`config.mk`:
```
export PLATFORM = sky130hd
export DESIGN_NAME = riscv_mc_ctrl_flat
export DESIGN_NICKNAME = d
export VERILOG_FILES = /design/src/rtl/riscv_ctrl_pkg.sv /design/src/rtl/riscv_mc_ctrl_if.sv /design/src/rtl/riscv_ctrl_decode.sv /design/src/rtl/riscv_mc_ctrl.sv /design/src/flat_wrapper.sv
export SDC_FILE = /design/constraint.sdc
export NUM_CORES = 1
export LEC_CHECK = 0
export BUFFER_PORTS_ARGS = -buffer_cell sky130_fd_sc_hd__buf_2
export CORE_ASPECT_RATIO = 1.2
export CORE_UTILIZATION = 58
export DETAILED_ROUTE_END_ITERATION = 7
export PLACE_DENSITY_LB_ADDON = 0.08
export SETUP_SLACK_MARGIN = 0.2
export SKIP_LAST_GASP = 1
export SLEW_MARGIN = 30
export SYNTH_ARGS = -nofsm -noshare
export SYNTH_HDL_FRONTEND = slang
export SYNTH_SLANG_ARGS = --single-unit
```
`constraint.sdc`:
```
create_clock -name clk -period 8.9 [get_ports clk]
set_input_delay 2.67 -clock clk [delete_from_list [all_inputs] [get_ports clk]]
set_output_delay 2.67 -clock clk [all_outputs]
set_load 0.01 [all_outputs]
```
`src/rtl/riscv_ctrl_pkg.sv`:
```
// Shared encodings for the multi-cycle RV32I controller.
// Latency: n/a (types and constants only).
// Backpressure: n/a.
package riscv_ctrl_pkg;

    localparam logic [6:0] OPC_LOAD   = 7'b0000011;
    localparam logic [6:0] OPC_FENCE  = 7'b0001111;
    localparam logic [6:0] OPC_OP_IMM = 7'b0010011;
    localparam logic [6:0] OPC_AUIPC  = 7'b0010111;
    localparam logic [6:0] OPC_STORE  = 7'b0100011;
    localparam logic [6:0] OPC_OP     = 7'b0110011;
    localparam logic [6:0] OPC_LUI    = 7'b0110111;
    localparam logic [6:0] OPC_BRANCH = 7'b1100011;
    localparam logic [6:0] OPC_JALR   = 7'b1100111;
    localparam logic [6:0] OPC_JAL    = 7'b1101111;
    localparam logic [6:0] OPC_SYSTEM = 7'b1110011;

    typedef enum logic [2:0] {
        S_IDLE, S_FETCH, S_DECODE, S_EXEC, S_MEM, S_WB, S_TRAP
    } state_e;

    typedef enum logic [3:0] {
        C_R, C_I, C_LOAD, C_STORE, C_BRANCH, C_LUI,
        C_AUIPC, C_JAL, C_JALR, C_FENCE, C_ILLEGAL
    } instr_class_e;

    localparam logic [2:0] ALU_ADD   = 3'd0;
    localparam logic [2:0] ALU_SUB   = 3'd1;
    localparam logic [2:0] ALU_RFN   = 3'd2;
    localparam logic [2:0] ALU_IFN   = 3'd3;
    localparam logic [2:0] ALU_PASSB = 3'd4;

    localparam logic [1:0] SRCA_RS1   = 2'd0;
    localparam logic [1:0] SRCA_PC    = 2'd1;
    localparam logic [1:0] SRCA_OLDPC = 2'd2;

    localparam logic [1:0] SRCB_RS2  = 2'd0;
    localparam logic [1:0] SRCB_IMM  = 2'd1;
    localparam logic [1:0] SRCB_FOUR = 2'd2;

    localparam logic [1:0] PCSRC_ALU    = 2'd0;
    localparam logic [1:0] PCSRC_ALUOUT = 2'd1;

    localparam logic [1:0] WB_ALUOUT = 2'd0;
    localparam logic [1:0] WB_MDR    = 2'd1;
    localparam logic [1:0] WB_PC     = 2'd2;

endpackage

```
`src/rtl/riscv_mc_ctrl_if.sv`:
```
// Controller <-> datapath/memory bundle; master is the controller side.
// Latency: n/a (wiring only).
// Backpressure: mem_req held until mem_ready.
interface riscv_mc_ctrl_if #(
    parameter int CNT_W = 32
);
    logic [6:0]       opcode;
    logic             br_cond;
    logic             mem_ready;
    logic             mem_req;
    logic             mem_we;
    logic             addr_sel;
    logic             ir_write;
    logic             mdr_write;
    logic             pc_write;
    logic [1:0]       pc_src;
    logic             old_pc_write;
    logic [1:0]       alu_src_a;
    logic [1:0]       alu_src_b;
    logic [2:0]       alu_op;
    logic             reg_write;
    logic [1:0]       wb_sel;
    logic             illegal;
    logic             bus_err;
    logic             retire;
    logic [CNT_W-1:0] retired_cnt;

    modport master (
        input  opcode, br_cond, mem_ready,
        output mem_req, mem_we, addr_sel, ir_write, mdr_write, pc_write, pc_src,
               old_pc_write, alu_src_a, alu_src_b, alu_op, reg_write, wb_sel,
               illegal, bus_err, retire, retired_cnt
    );

    modport slave (
        output opcode, br_cond, mem_ready,
        input  mem_req, mem_we, addr_sel, ir_write, mdr_write, pc_write, pc_src,
               old_pc_write, alu_src_a, alu_src_b, alu_op, reg_write, wb_sel,
               illegal, bus_err, retire, retired_cnt
    );
endinterface

```
`src/rtl/riscv_ctrl_decode.sv`:
```
// Opcode -> instruction class; SYSTEM and unknown opcodes are illegal.
// Latency: combinational.
// Backpressure: none.
module riscv_ctrl_decode
    import riscv_ctrl_pkg::*;
(
    input  logic [6:0]   opcode,
    output instr_class_e cls,
    output logic         legal
);
    always_comb begin
        cls = C_ILLEGAL;
        case (opcode)
            OPC_OP:     cls = C_R;
            OPC_OP_IMM: cls = C_I;
            OPC_LOAD:   cls = C_LOAD;
            OPC_STORE:  cls = C_STORE;
            OPC_BRANCH: cls = C_BRANCH;
            OPC_LUI:    cls = C_LUI;
            OPC_AUIPC:  cls = C_AUIPC;
            OPC_JAL:    cls = C_JAL;
            OPC_JALR:   cls = C_JALR;
            OPC_FENCE:  cls = C_FENCE;
            default:    cls = C_ILLEGAL;
        endcase
    end

    assign legal = (cls != C_ILLEGAL);
endmodule

```
`src/rtl/riscv_mc_ctrl.sv`:
```
// Multi-cycle RV32I control FSM; memory-wait timeout under RISCV_CTRL_TIMEOUT_EN.
// Latency: 2-5 cycles per instruction plus memory wait cycles.
// Backpressure: stalls in FETCH/MEM with mem_req held until mem_ready.
module riscv_mc_ctrl
    import riscv_ctrl_pkg::*;
#(
    parameter int CNT_W          = 32,
    parameter int TIMEOUT_CYCLES = 255
) (
    input  logic              clk,
    input  logic              rst_n,
    riscv_mc_ctrl_if.master   bus
);
    state_e           state;
    instr_class_e     cls;
    logic             legal;
    logic             timeout;
    logic             bus_err_flag;
    logic [CNT_W-1:0] cnt_q;

    if (TIMEOUT_CYCLES < 1) begin : g_bad_timeout
        $error("TIMEOUT_CYCLES must be at least 1");
    end

    riscv_ctrl_decode u_decode (
        .opcode (bus.opcode),
        .cls    (cls),
        .legal  (legal)
    );

`ifdef RISCV_CTRL_TIMEOUT_EN
    localparam int TW = $clog2(TIMEOUT_CYCLES + 1);
    logic [TW-1:0] wait_cnt;
    logic          waiting;
    logic          bus_err_q;

    assign waiting = ((state == S_FETCH) || (state == S_MEM)) && !bus.mem_ready;
    assign timeout = waiting && (wait_cnt == TW'(TIMEOUT_CYCLES - 1));

    always_ff @(posedge clk or negedge rst_n) begin
        if (!rst_n) begin
            wait_cnt  <= '0;
            bus_err_q <= 1'b0;
        end else begin
            wait_cnt <= waiting ? wait_cnt + 1'b1 : '0;
            if (timeout)
                bus_err_q <= 1'b1;
        end
    end
    assign bus_err_flag = bus_err_q;
`else
    assign timeout      = 1'b0;
    assign bus_err_flag = 1'b0;
`endif

    always_ff @(posedge clk or negedge rst_n) begin
        if (!rst_n) begin
            state <= S_IDLE;
            cnt_q <= '0;
        end else begin
            if (bus.retire)
                cnt_q <= cnt_q + 1'b1;
            case (state)
                S_IDLE:   state <= S_FETCH;
                S_FETCH:  if (bus.mem_ready) state <= S_DECODE;
                          else if (timeout) state <= S_TRAP;
                S_DECODE: if (!legal) state <= S_TRAP;
                          else if (cls == C_FENCE) state <= S_FETCH;
                          else state <= S_EXEC;
                S_EXEC: begin
                    case (cls)
                        C_R, C_I, C_LUI, C_AUIPC: state <= S_WB;
                        C_LOAD, C_STORE:          state <= S_MEM;
                        default:                  state <= S_FETCH;
                    endcase
                end
                S_MEM:    if (bus.mem_ready) state <= (cls == C_LOAD) ? S_WB : S_FETCH;
                          else if (timeout) state <= S_TRAP;
                S_WB:     state <= S_FETCH;
                S_TRAP:   state <= S_TRAP;
                default:  state <= S_IDLE;
            endcase
        end
    end

    // Outputs decode straight from state so a reset drops mem_req without waiting for a clock.
    always_comb begin
        bus.mem_req      = 1'b0;
        bus.mem_we       = 1'b0;
        bus.addr_sel     = 1'b0;
        bus.ir_write     = 1'b0;
        bus.mdr_write    = 1'b0;
        bus.pc_write     = 1'b0;
        bus.pc_src       = PCSRC_ALU;
        bus.old_pc_write = 1'b0;
        bus.alu_src_a    = SRCA_RS1;
        bus.alu_src_b    = SRCB_RS2;
        bus.alu_op       = ALU_ADD;
        bus.reg_write    = 1'b0;
        bus.wb_sel       = WB_ALUOUT;
        bus.illegal      = 1'b0;
        bus.retire       = 1'b0;
        case (state)
            S_FETCH: begin
                bus.mem_req = 1'b1;
                if (bus.mem_ready) begin
                    bus.ir_write     = 1'b1;
                    bus.old_pc_write = 1'b1;
                    bus.pc_write     = 1'b1;
                    bus.alu_src_a    = SRCA_PC;
                    bus.alu_src_b    = SRCB_FOUR;
                end
            end
            S_DECODE: begin
                bus.alu_src_a = SRCA_OLDPC;
                bus.alu_src_b = SRCB_IMM;
                bus.retire    = (cls == C_FENCE);
            end
            S_EXEC: begin
                case (cls)
                    C_R: bus.alu_op = ALU_RFN;
                    C_I: begin
                        bus.alu_src_b = SRCB_IMM;
                        bus.alu_op    = ALU_IFN;
                    end
                    C_LOAD, C_STORE: bus.alu_src_b = SRCB_IMM;
                    C_BRANCH: begin
                        bus.alu_op   = ALU_SUB;
                        bus.pc_write = bus.br_cond;
                        bus.pc_src   = bus.br_cond ? PCSRC_ALUOUT : PCSRC_ALU;
                        bus.retire   = 1'b1;
                    end
                    C_LUI: begin
                        bus.alu_src_b = SRCB_IMM;
                        bus.alu_op    = ALU_PASSB;
                    end
                    C_AUIPC: begin
                        bus.alu_src_a = SRCA_OLDPC;
                        bus.alu_src_b = SRCB_IMM;
                    end
                    C_JAL: begin
                        bus.pc_write  = 1'b1;
                        bus.pc_src    = PCSRC_ALUOUT;
                        bus.reg_write = 1'b1;
                        bus.wb_sel    = WB_PC;
                        bus.retire    = 1'b1;
                    end
                    C_JALR: begin
                        bus.alu_src_b = SRCB_IMM;
                        bus.pc_write  = 1'b1;
                        bus.reg_write = 1'b1;
                        bus.wb_sel    = WB_PC;
                        bus.retire    = 1'b1;
                    end
                    default: ;
                endcase
            end
            S_MEM: begin
                bus.mem_req  = 1'b1;
                bus.addr_sel = 1'b1;
                bus.mem_we   = (cls == C_STORE);
                if (bus.mem_ready) begin
                    bus.mdr_write = (cls == C_LOAD);
                    bus.retire    = (cls == C_STORE);
                end
            end
            S_WB: begin
                bus.reg_write = 1'b1;
                bus.wb_sel    = (cls == C_LOAD) ? WB_MDR : WB_ALUOUT;
                bus.retire    = 1'b1;
            end
            S_TRAP:  bus.illegal = !bus_err_flag;
            default: ;
        endcase
    end

    assign bus.bus_err     = bus_err_flag;
    assign bus.retired_cnt = cnt_q;
endmodule

```
`src/flat_wrapper.sv`:
```
// flat-port wrapper written by rule: the top's interface ports become plain ports
module riscv_mc_ctrl_flat import riscv_ctrl_pkg::*;
#(
    parameter int CNT_W          = 32,
    parameter int TIMEOUT_CYCLES = 255
)
  (clk, rst_n, bus_opcode, bus_br_cond, bus_mem_ready, bus_mem_req, bus_mem_we, bus_addr_sel, bus_ir_write, bus_mdr_write, bus_pc_write, bus_pc_src, bus_old_pc_write, bus_alu_src_a, bus_alu_src_b, bus_alu_op, bus_reg_write, bus_wb_sel, bus_illegal, bus_bus_err, bus_retire, bus_retired_cnt);
  riscv_mc_ctrl_if #(.CNT_W(CNT_W)) bus_i ();
  input  logic clk;
  input  logic rst_n;
  input wire logic [$bits(bus_i.opcode)-1:0] bus_opcode;
  input wire logic [$bits(bus_i.br_cond)-1:0] bus_br_cond;
  input wire logic [$bits(bus_i.mem_ready)-1:0] bus_mem_ready;
  output wire logic [$bits(bus_i.mem_req)-1:0] bus_mem_req;
  output wire logic [$bits(bus_i.mem_we)-1:0] bus_mem_we;
  output wire logic [$bits(bus_i.addr_sel)-1:0] bus_addr_sel;
  output wire logic [$bits(bus_i.ir_write)-1:0] bus_ir_write;
  output wire logic [$bits(bus_i.mdr_write)-1:0] bus_mdr_write;
  output wire logic [$bits(bus_i.pc_write)-1:0] bus_pc_write;
  output wire logic [$bits(bus_i.pc_src)-1:0] bus_pc_src;
  output wire logic [$bits(bus_i.old_pc_write)-1:0] bus_old_pc_write;
  output wire logic [$bits(bus_i.alu_src_a)-1:0] bus_alu_src_a;
  output wire logic [$bits(bus_i.alu_src_b)-1:0] bus_alu_src_b;
  output wire logic [$bits(bus_i.alu_op)-1:0] bus_alu_op;
  output wire logic [$bits(bus_i.reg_write)-1:0] bus_reg_write;
  output wire logic [$bits(bus_i.wb_sel)-1:0] bus_wb_sel;
  output wire logic [$bits(bus_i.illegal)-1:0] bus_illegal;
  output wire logic [$bits(bus_i.bus_err)-1:0] bus_bus_err;
  output wire logic [$bits(bus_i.retire)-1:0] bus_retire;
  output wire logic [$bits(bus_i.retired_cnt)-1:0] bus_retired_cnt;
  assign bus_i.opcode = bus_opcode;
  assign bus_i.br_cond = bus_br_cond;
  assign bus_i.mem_ready = bus_mem_ready;
  assign bus_mem_req = bus_i.mem_req;
  assign bus_mem_we = bus_i.mem_we;
  assign bus_addr_sel = bus_i.addr_sel;
  assign bus_ir_write = bus_i.ir_write;
  assign bus_mdr_write = bus_i.mdr_write;
  assign bus_pc_write = bus_i.pc_write;
  assign bus_pc_src = bus_i.pc_src;
  assign bus_old_pc_write = bus_i.old_pc_write;
  assign bus_alu_src_a = bus_i.alu_src_a;
  assign bus_alu_src_b = bus_i.alu_src_b;
  assign bus_alu_op = bus_i.alu_op;
  assign bus_reg_write = bus_i.reg_write;
  assign bus_wb_sel = bus_i.wb_sel;
  assign bus_illegal = bus_i.illegal;
  assign bus_bus_err = bus_i.bus_err;
  assign bus_retire = bus_i.retire;
  assign bus_retired_cnt = bus_i.retired_cnt;
  riscv_mc_ctrl #(.CNT_W(CNT_W), .TIMEOUT_CYCLES(TIMEOUT_CYCLES)) u_core (.clk(clk), .rst_n(rst_n), .bus(bus_i));
endmodule
```
-- Yosys cells after proc, flatten, opt, wreduce, memory -nomap -nowiden
Index checks and enable logic that the tools add are counted.
- mux-type cells: 37
- equal/unequal tests: 28
- shift operators: 0
- $lt $le $gt $ge: 0
- add/sub/neg operators: 1
- bitwise gates (word level): 0
- reduce and logical (&&, ||, !) cells: 10
- $mul: 0
- divide/modulo/power cells: 0
- operators by type and width (kind ; number):
    $pmux W4 S10 ; 1
    $add A32 B1 Y32 const B ; 1
    $eq A7 B6 Y1 const B ; 3
    $eq A7 B7 Y1 const B ; 3
    $pmux W3 S6 ; 1
    $eq A4 B3 Y1 const B ; 4
    $mux W1 ; 15
    $mux W3 ; 5
    $eq A7 B5 Y1 const B ; 2
    $pmux W2 S3 ; 2
    $pmux W3 S4 ; 1
    $mux W2 ; 5
    $eq A3 B3 Y1 const B ; 3
    $eq A4 B2 Y1 const B ; 2
    $eq A4 B4 Y1 const B ; 2
    $pmux W2 S2 ; 2
    $reduce_or A2 Y1 ; 4
    $eq A7 B2 Y1 const B ; 1
    $eq A7 B4 Y1 const B ; 1
    $eq A3 B2 Y1 const B ; 2
    $pmux W1 S2 ; 3
    $pmux W3 S2 ; 1
    $reduce_or A6 Y1 ; 1
    $eq A4 B1 Y1 const B ; 1
    9 further kinds ; 10
- flip-flop bits (word level): 35
- latch bits: 0
- memories kept: 0
- ROM bits: 0
- bits of input ports: 11
- word-level logic and storage cells: 78
- bits in writable memories: 0

-- Longest topological paths before layout
Gate-level depths: netlist of the first run.
- depth in word-level cells: 6
- mapped depth: 7
- mapped depth without buffers: 5

-- Hierarchy
Synthesis of the first run repeated with hierarchy kept, for this count alone.
- cell total of the unflattened synthesis: 241
- area total of the unflattened synthesis: 2381.0 um^2
- modules (own cells, without submodules) (module ; seq. area each (um^2) ; instances ; cells an instance ; area each (um^2)):
    riscv_mc_ctrl ; 875.8 ; 1 ; 206 ; 2139.6
    riscv_ctrl_decode ; 0.0 ; 1 ; 35 ; 241.5

-- Least setup slack after synthesis of the first run
OpenSTA, ideal clock, no wires.
- kind: input -> output
- from: input port bus_opcode[2]
- to: output port bus_retire
- setup slack: 2246 ps
- path buffers: 0
- stages: 4
- data arrival time: 3984 ps
- cells stage by stage: or3b_1 > a2111oi_4 > a211oi_2 > a21oi_1
- cells in the longest elaborated chain, start to end: 6
- ends and longest elaborated chain (item ; line ; RTL):
    start: declaration ; flat_wrapper.sv:11 ; input wire logic [$bits(bus_i.opcode)-1:0] bus_opcode;
    $eq A7 B4 Y1 (tied with other cells) ; riscv_ctrl_decode.sv:13 ; case (opcode)
    $pmux W4 S10 (*) ; riscv_ctrl_decode.sv:13 ;
    $eq A4 B3 Y1 / $eq A4 B4 Y1 (equally long branches) ; riscv_mc_ctrl.sv:120 ; case (cls)
    $reduce_or A3 Y1 (no source line) ; - ;
    $mux W1 ; riscv_mc_ctrl.sv:120 ;
    $pmux W1 S4 (*) ; riscv_mc_ctrl.sv:103 ; case (state)
    end: declaration ; flat_wrapper.sv:29 ; output wire logic [$bits(bus_i.retire)-1:0] bus_retire;
Mark *: on every way between the ends. The rest lies on a longest branch, timed or not.

-- Final worst setup path of the first run
- from: input port bus_opcode[4]
- to: output port bus_retire
The elaborated chain is that of the path after synthesis.

==> flow_summary.json, run 1 <==
{
  "drive_above_1_share_pct": 33.33,
  "p_leak_uw": 0.001042,
  "yosysWarnings": 0,
  "area_growth_pct": 14.81,
  "io_pins": 65,
  "relSlewSlack_pct": 48.97,
  "post_drt_wl_per_cell_microns": 15.85,
  "r2r_cells": 6,
  "async_reset_ff_share_pct": 100.0,
  "overflow": 0,
  "cts_tree": "done",
  "synth_edf_count": 0,
  "r2r_slack_ns": 6.25,
  "synth_cell_types": 52,
  "hp-class": "reg -> reg",
  "firstDrtPassIters": 4,
  "fin_crit_sh_pct": 82.30,
  "finalHoldViolCount": 0,
  "synth_ff_type": "dfrtp_1",
  "diodes": 0,
  "wirelength_microns": 5975,
  "antenna_found_initial": 0,
  "die_h_microns": 75.98,
  "setup_violations": 0,
  "cts_sinks": 35,
  "final.min_clock_period_ns": 7.325,
  "post_synth_inst_count": 271,
  "drc_errors": 0,
  "h-tree-depth": 2,
  "dpl.hpwl_microns": 4266,
  "slowest_stage": "or3_1",
  "drv_slew": 0,
  "clk_pin_slew_worst_paths_ns": 0.07,
  "grt_max_degree": 36,
  "crit_path_max_incr_delay_ns": 0.48,
  "end_kind": "primary output",
  "max-vdd-ir-drop_uv": 143.2,
  "clock_skew_ns": 0.002669,
  "io_buffers": 62,
  "tns_ns": 0,
  "synth_area_leaders": "dfrtp_1 33%, a2111oi_2 14%, xor2_1 11%",
  "cp_cell_sequence": "buf_2, or3_1, nor4_1, a211oi_4, buf_4, a21oi_1, buf_2",
  "status": "finished clean",
  "synth_top_area_share_pct": 33.11,
  "cts_resized": 0,
  "ys_seq_area_share_pct": 33.11,
  "core_area_sq_um": 4327,
  "fmax_mhz": 136.5,
  "grt_pass1_vias": 2076,
  "ant_nets": 0,
  "viasPerCell": 6.122,
  "cts_setup_buffers": 0,
  "worst_path_most_repeated_cell": "buf_2",
  "powerDensity_nw_per_um2": 219.6,
  "rsz0062_at_grt": "false",
  "fin_nets": 333,
  "dieArea_sq_um": 4835,
  "drt_iter0_drc": 222,
  "track_usage_pct": 26.19,
  "start_kind": "input port",
  "cts_made_buffers": 5,
  "die_w_microns": 63.65,
  "rr_startpoint": "u_core.state[2]",
  "crit_end": "bus_retire",
  "worst_pin_slew_ns": 0.7655,
  "routed-via-count": 2308,
  "start_util_pct": 61.13,
  "crit_type": "in -> out",
  "cp.required_ns": 6.23,
  "postCtsHoldBufs": 0,
  "grt_pass1_wl_microns": 9963,
  "syn_area_per_cell_sq_um": 9.760,
  "rows": 26,
  "maxCapViolCount": 0,
  "synth-seq-cells": 35,
  "whs_ns": 0.4789,
  "startpoint": "bus_opcode[4]",
  "cp.arrival_ns": 4.65,
  "yosysTopAreaCell": "dfrtp_1",
  "clk_latency_ns": 0.29,
  "place.gp.congestion": 0.8622,
  "critPathMaxFanout": 31,
  "root_buffer": "clkbuf_8",
  "rr_endpoint": "u_core.bus.retired_cnt[1]",
  "clk_path_buf_depth": 2,
  "syn_area_sq_um": 2645
}
area by class of cell:
cell class	instances	area (sq um)
Clock buffer	6	72.57
Clock inverter	2	12.51
Fill cell	353	1290
Inverter	10	37.54
Multi-Input combinational cell	203	1615
Sequential cell	35	875.8
Tap cell	56	70.07
Timing Repair Buffer	65	352.8
flip-flops by register name, summed over array words and instances (netlist names):
name                    cells
u_core.bus.retired_cnt     32
u_core.state                3
metrics by stage:
stage / instances / util (%) / setup WS [ns] / power [uW] / instance area, sq um
4_1_cts: 376 / 69.55 / 1.494 / 663.7 / 3009
3_3_place_gp: 368 / 67.58 / 1.552 / 543.9 / 2924
3_5_place_dp: 368 / 67.58 / 1.483 / 548.8 / 2924
2_1_floorplan: 272 / - / 2.246 / 464.4 / 2649
5_1_grt: 377 / 70.19 / 1.394 / 712.9 / 3037
6_report: 377 / 70.19 / 1.575 / 667.0 / 3037
logic make-up after synthesis:
group	after synthesis	synth area share, %
AND/OR/NAND/NOR	105	22.89
AO/OA/AOI/OAI	57	23.98
XOR/XNOR	35	11.59
flip-flops	35	33.11
buffers and inverters	34	6.528
adder cells (fa/ha/maj)	2	0.9459
multiplexers	2	0.8041
other	1	0.1418
report_power, final:
part	switching [uW]	total [uW]	internal, uW
Clock	56.7	111	54.6
Sequential	48.8	235	186
Combinational	213	321	108
worst max-delay path: cells and delay by family:
kind                   cells  cell delay, ns
and+or+nand+nor            2            0.93
buffers and inverters      3            0.65
AOI/OAI and AO/OA          2            0.38
cells in the final DEF, fill, tap and decap left out, drive strengths merged, types with 2 or more instances in the layout:
cell     instances
a2111oi         26
a211oi           7
a21oi            6
and2             2
and3             3
and4             2
buf             65
clkbuf           6
conb             2
dfrtp           35
ha               2
inv             10
nand2           16
nand2b           8
nand3           15
nand3b           5
nand4            9
nor2             8
nor2b            4
nor3             9
nor3b            3
nor4             7
o21ai            5
o22ai            2
o31ai            2
or2              4
or3              2
or3b             3
xnor2            3
xor2            32
cells in the mapped netlist (2+ instances only):
| library cell | count |
|---|---|
| o21ai_0 | 5 |
| o22ai_1 | 2 |
| nand3_1 | 15 |
| and2_1 | 2 |
| a2111oi_2 | 24 |
| buf_4 | 4 |
| and3_1 | 3 |
| a211oi_1 | 6 |
| a2111oi_4 | 2 |
| dfrtp_1 | 35 |
| nand2b_1 | 8 |
| and4_1 | 2 |
| nor3_1 | 9 |
| o31ai_1 | 2 |
| inv_1 | 10 |
| xnor2_1 | 3 |
| nand2_1 | 16 |
| or3b_2 | 2 |
| buf_6 | 3 |
| xor2_1 | 32 |
| nor2b_1 | 4 |
| a21oi_1 | 6 |
| or2_2 | 4 |
| nand4_1 | 9 |
| buf_2 | 6 |
| nor4_1 | 7 |
| nand3b_1 | 5 |
| clkbuf_1 | 10 |
| or3_1 | 2 |
| nor3b_1 | 3 |
| nor2_1 | 8 |
| ha_1 | 2 |
worst min path at each step:
stage	to	cells after the start	slack [ns]	startpoint
floorplan	u_core.bus.retired_cnt[31]	1	0.50	u_core.bus.retired_cnt[31]
global placement	u_core.bus.retired_cnt[31]	1	0.45	u_core.bus.retired_cnt[31]
finish	u_core.bus.retired_cnt[31]	1	0.48	u_core.bus.retired_cnt[31]
CTS	u_core.bus.retired_cnt[31]	1	0.48	u_core.bus.retired_cnt[31]
global route	u_core.bus.retired_cnt[31]	1	0.50	u_core.bus.retired_cnt[31]
detailed placement	u_core.bus.retired_cnt[31]	1	0.46	u_core.bus.retired_cnt[31]
layer usage:
layer  vias up  track usage [%]  wire [microns]
met2        73            44.47            3020
li1       1108                -               -
met1      1117            32.78            2585
met5         -                0               0
met3        10            4.790             248
met4         0            9.545             121
Note: power is estimated with default switching activity, not from simulation.
==> run 2, diff against run 1 <==
Settings changed: CORE_UTILIZATION 58 to 49.
Clock period 8.9 ns to 6.7 ns, I/O delays scaled along.
==> run 2 against run 1 <==
- sequential power increased by 33%
- non-clock buffer count unchanged
- first-iteration DRC count decreased by 47%
- utilization decreased by 10 points
==> flow_summary.json, run 2 (synthesis results as in run 1) <==
{
  "clock_skew_ns": 0.008539,
  "p_int_uw": 456.8,
  "share_comb_of_total_power_pct": 47.5,
  "overflow": 0,
  "worstHoldStart": "u_core.bus.retired_cnt[31]",
  "io_buffers": 62,
  "viasPerCell": 5.879,
  "clk_path_buf_depth": 2,
  "diodes": 0,
  "ant_nets": 0,
  "area_growth_pct": 14.24,
  "relSlewSlack_pct": 48.57,
  "drc_errors": 0,
  "drive_above_1_share_pct": 33.33,
  "rsz0062_at_grt": "false",
  "crit_buf_inv": 2,
  "h-tree-depth": 2,
  "root_buffer": "clkbuf_8",
  "wirelength_microns": 6198,
  "rr_endpoint": "u_core.bus.retired_cnt[16]",
  "finalHoldViolCount": 0,
  "postCtsHoldBufs": 0,
  "r2r_cells": 6,
  "status": "finished clean",
  "core_area_sq_um": 5045,
  "worst_path_most_repeated_cell": "buf_2",
  "cts_tree": "done",
  "setup_slack_ns": 0.9306,
  "grt_pass1_wl_microns": 10070,
  "dp.cells": 373,
  "dieArea_sq_um": 5697,
  "critPathMaxFanout": 16,
  "cp.arrival_ns": 3.76,
  "cts_sinks": 35,
  "clk_latency_ns": 0.29,
  "stdcell_count": 381,
  "tns_ns": 0,
  "max-vdd-ir-drop_uv": 155.9,
  "dpl.hpwl_microns": 4378,
  "start_util_pct": 52.43,
  "fin_crit_sh_pct": 86.11,
  "track_usage_pct": 22.21,
  "drv_slew": 0,
  "cts_resized": 0,
  "cts_made_buffers": 5,
  "fin_util_pct": 59.90,
  "die_h_microns": 82.49,
  "cts_setup_buffers": 0,
  "die_w_microns": 69.07,
  "rows": 28,
  "slowest_stage": "or3_1",
  "end_kind": "primary output",
  "total_power_uw": 882.7,
  "hp-class": "reg -> reg",
  "rr_startpoint": "u_core.state[2]",
  "fmax_mhz": 173.3,
  "p_leak_uw": 0.001032,
  "n_fill_cell": 469,
  "clk_pin_slew_worst_paths_ns": 0.07,
  "antenna_found_initial": 0,
  "path_delay_family": "simple AND/OR/NAND/NOR gates",
  "power_switching_uw": 425.9,
  "fin_nets": 333,
  "maxCapViolCount": 0,
  "final_common_cell": "buf_2",
  "firstDrtPassIters": 4,
  "routed-via-count": 2240,
  "final.min_clock_period_ns": 5.769,
  "cp_cell_sequence": "buf_2, or3_1, nor4_1, a211oi_4, a21oi_1, buf_2",
  "hold-path-cell-count": 1,
  "post_drt_wl_per_cell_microns": 16.27,
  "r2r_slack_ns": 4.09,
  "layout_common_cells": "62 x buf_2, 35 x dfrtp_1, 32 x xor2_1, 24 x a2111oi_2, 16 x nand2_1",
  "largest_reg_flops": 32,
  "clkPwrFrac_pct": 17.1,
  "setup_violations": 0,
  "powerDensity_nw_per_um2": 292.1,
  "start_kind": "input port",
  "io_pins": 65,
  "grt_pass1_vias": 2024,
  "drt_iter0_drc": 117,
  "whs_endpoint": "u_core.bus.retired_cnt[31]",
  "place.gp.congestion": 0.8932,
  "dpl_worst_slack_ns": 0.9117,
  "grt_max_degree": 36,
  "worst_pin_slew_ns": 0.7714,
  "crit_path_max_incr_delay_ns": 0.49,
  "power_frac_seq_pct": 35.4,
  "crit_type": "in -> out",
  "p_sw_share_pct": 48.25,
  "cp.required_ns": 4.69
}
-- run 2: power groups by stage --
stage | Sequential [uW] | Combinational [uW] | Clock [uW]
2_1_floorplan | 303 | 314 | 0
5_1_grt | 320 | 461 | 163
3_5_place_dp | 316 | 420 | 0
4_1_cts | 312 | 422 | 157
3_3_place_gp | 315 | 414 | 0
6_report | 312 | 419 | 151
-- run 2: through the flow --
step	hold slack, ns	area, sq um
floorplan	0.5039	2649
global placement	0.4550	2937
detailed placement	0.4564	2937
CTS	0.4767	3022
global route	0.5020	3022
finish	0.4680	3022
-- run 2: per-layer routing --
layer	share of wire [%]	vias up	track usage, %
li1	-	1102	-
met1	46	1075	29.36
met2	48	55	37.28
met3	3.9	8	4.005
met4	1.3	0	6.939
met5	0	-	0
-- run 2: worst max-delay path by stage --
| stage | slack, ns | from | endpoint | depth (start not counted) |
|---|---|---|---|---|
| 2_1_floorplan | 1.37 | bus_opcode[2] | bus_retire | 4 |
| 3_3_place_gp | 0.95 | bus_opcode[4] | bus_retire | 6 |
| 3_5_place_dp | 0.91 | bus_opcode[4] | bus_retire | 6 |
| 4_1_cts | 0.91 | bus_opcode[4] | bus_retire | 6 |
| 5_1_grt | 0.79 | bus_opcode[4] | bus_retire | 6 |
| 6_report | 0.93 | bus_opcode[4] | bus_retire | 6 |
-- run 2: final cells by class --
| cell class | count | area, sq um | share of cell area (%) |
|---|---|---|---|
| Timing Repair Buffer | 65 | 332.8 | 11.01 |
| Tap cell | 60 | 75.07 | 2.484 |
| Clock inverter | 2 | 12.51 | 0.4141 |
| Inverter | 10 | 37.54 | 1.242 |
| Multi-Input combinational cell | 203 | 1615 | 53.46 |
| Sequential cell | 35 | 875.8 | 28.99 |
| Clock buffer | 6 | 72.57 | 2.402 |
==> run 3, diff against run 2 <==
Settings changed: CORE_UTILIZATION 49 to 25.
==> run 3 against run 2 <==
- final cell count up 17%
- critical path depth unchanged
- combinational power up 2%
- die area up 93%
- clock power up 83%
- maximum frequency down 0.15%
- utilization down 28 points
- worst setup slack worse by 0.0088 ns
- clock skew down 0.0066 ns
- first-iteration DRC count down 32%
- hold slack about the same
- largest power group unchanged
==> flow_summary.json, run 3 (synthesis results as in run 1) <==
{
  "cts_sinks": 35,
  "grt_pass1_wl_microns": 12270,
  "post_drt_wl_per_cell_microns": 16.67,
  "die_w_microns": 95.90,
  "hp-class": "reg -> reg",
  "drive_above_1_share_pct": 33.64,
  "diodes": 0,
  "clock_skew_ns": 0.001913,
  "finalHoldViolCount": 0,
  "grt_pass1_vias": 2314,
  "final.min_clock_period_ns": 5.778,
  "p_int_uw": 570.4,
  "dpl_worst_slack_ns": 0.9049,
  "core_area_sq_um": 10160,
  "io_pins": 65,
  "layout_common_cells": "61 x buf_2, 35 x dfrtp_1, 32 x xor2_1, 24 x a2111oi_2, 16 x nand2_1",
  "dpl.hpwl_microns": 5314,
  "drv_slew": 0,
  "p_sw_share_pct": 43.97,
  "setup_slack_ns": 0.9218,
  "fin_crit_sh_pct": 86.24,
  "rows": 40,
  "clk_latency_ns": 0.28,
  "cp.arrival_ns": 3.77,
  "relSlewSlack_pct": 50.36,
  "h-tree-depth": 2,
  "crit_buf_inv": 2,
  "powerDensity_nw_per_um2": 318.5,
  "fmax_mhz": 173.1,
  "crit_path_max_incr_delay_ns": 0.48,
  "rsz0062_at_grt": "false",
  "total_power_uw": 1018,
  "io_buffers": 62,
  "dieArea_sq_um": 11000,
  "worst_path_most_repeated_cell": "buf_2",
  "place.gp.congestion": 0.7944,
  "setup_violations": 0,
  "root_buffer": "clkbuf_16",
  "clk_path_buf_depth": 2,
  "firstDrtPassIters": 4,
  "cp_cell_sequence": "buf_2, or3_1, nor4_1, a211oi_4, a21oi_1, buf_2",
  "maxCapViolCount": 0,
  "fin_nets": 333,
  "final_common_cell": "buf_2",
  "max-vdd-ir-drop_uv": 95.13,
  "n_fill_cell": 1085,
  "clkPwrFrac_pct": 27.1,
  "start_util_pct": 26.03,
  "drc_errors": 0,
  "power_frac_seq_pct": 30.9,
  "cts_tree": "done",
  "routed-via-count": 2287,
  "slowest_stage": "or3_1",
  "clk_pin_slew_worst_paths_ns": 0.06,
  "p_leak_uw": 0.001078,
  "end_kind": "primary output",
  "share_comb_of_total_power_pct": 42.0,
  "final_area_sq_um": 3196,
  "postCtsHoldBufs": 0,
  "cts_made_buffers": 5,
  "overflow": 0,
  "placed_cell_area_sq_um": 3019,
  "cp.required_ns": 4.69,
  "cts_setup_buffers": 0,
  "power_switching_uw": 447.6,
  "viasPerCell": 5.116,
  "worst_pin_slew_ns": 0.7379,
  "crit_type": "in -> out",
  "cts_resized": 0,
  "grt_max_degree": 36,
  "wirelength_microns": 7453,
  "antenna_found_initial": 0,
  "start_kind": "input port",
  "area_growth_pct": 20.81,
  "tns_ns": 0,
  "die_h_microns": 114.7,
  "drt_iter0_drc": 80,
  "track_usage_pct": 14.46,
  "critPathMaxFanout": 16,
  "largest_reg_flops": 32,
  "status": "finished clean",
  "ant_nets": 0,
  "path_delay_family": "simple AND/OR/NAND/NOR gates"
}
## run 3: final cells by class
| class | instances | area [sq um] | area share [%] |
|---|---|---|---|
| multi-input cells | 203 | 1615 | 50.55 |
| well taps | 126 | 157.7 | 4.933 |
| clock buffers | 6 | 138.9 | 4.346 |
| clock inverters | 2 | 35.03 | 1.096 |
| flip-flops and latches | 35 | 875.8 | 27.41 |
| repair buffers | 65 | 335.3 | 10.49 |
| inverters | 10 | 37.54 | 1.175 |
## run 3: worst register-to-register path, cell delays in order (launching register included)
cell,delay [ns]
dfrtp_1,0.60
or4bb_1,0.58
nor3_1,0.33
a211oi_4,0.06
buf_4,0.30
a2111oi_2,0.48
xor2_1,0.17
## run 3: path summary, 6_finish.rpt
path	start	endpoint	slack (ns)	cells past startpoint
worst max-delay path	bus_opcode[4]	bus_retire	0.92	6
worst min-delay path	u_core.bus.retired_cnt[31]	u_core.bus.retired_cnt[31]	0.47	1
worst max register to register	u_core.state[2]	u_core.bus.retired_cnt[22]	4.10	6
worst min register to register	u_core.bus.retired_cnt[31]	u_core.bus.retired_cnt[31]	0.47	1
max in group asynchronous	rst_n	u_core.bus.retired_cnt[21]	4.67	1
min in group asynchronous	rst_n	u_core.bus.retired_cnt[8]	1.69	1
## run 3: power by group through the flow
stage          sequential [uW]  combinational [uW]  clock (uW)
3_5_place_dp               319                 433           0
4_1_cts                    315                 436         284
5_1_grt                    324                 474         294
2_1_floorplan              303                 314           0
3_3_place_gp               319                 437           0
6_report                   314                 427         276
## run 3: per-layer routing
| metal | vias to the layer above | routed length [microns] | global-route usage, % |
|---|---|---|---|
| met2 | 66 | 3775 | 25.38 |
| li1 | 1111 | - | - |
| met4 | 0 | 74 | 4.279 |
| met3 | 6 | 276 | 1.726 |
| met1 | 1104 | 3326 | 18.32 |
| met5 | - | 0 | 0 |
## run 3: through the flow
stage | hold WS (ns) | instances | utilization [%]
final | 0.4677 | 447 | 31.45
after floorplan | 0.5039 | 272 | -
after CTS | 0.4708 | 447 | 31.43
after global routing | 0.4940 | 447 | 31.45
after detailed placement | 0.4596 | 439 | 29.72
after global placement | 0.4532 | 439 | 29.72
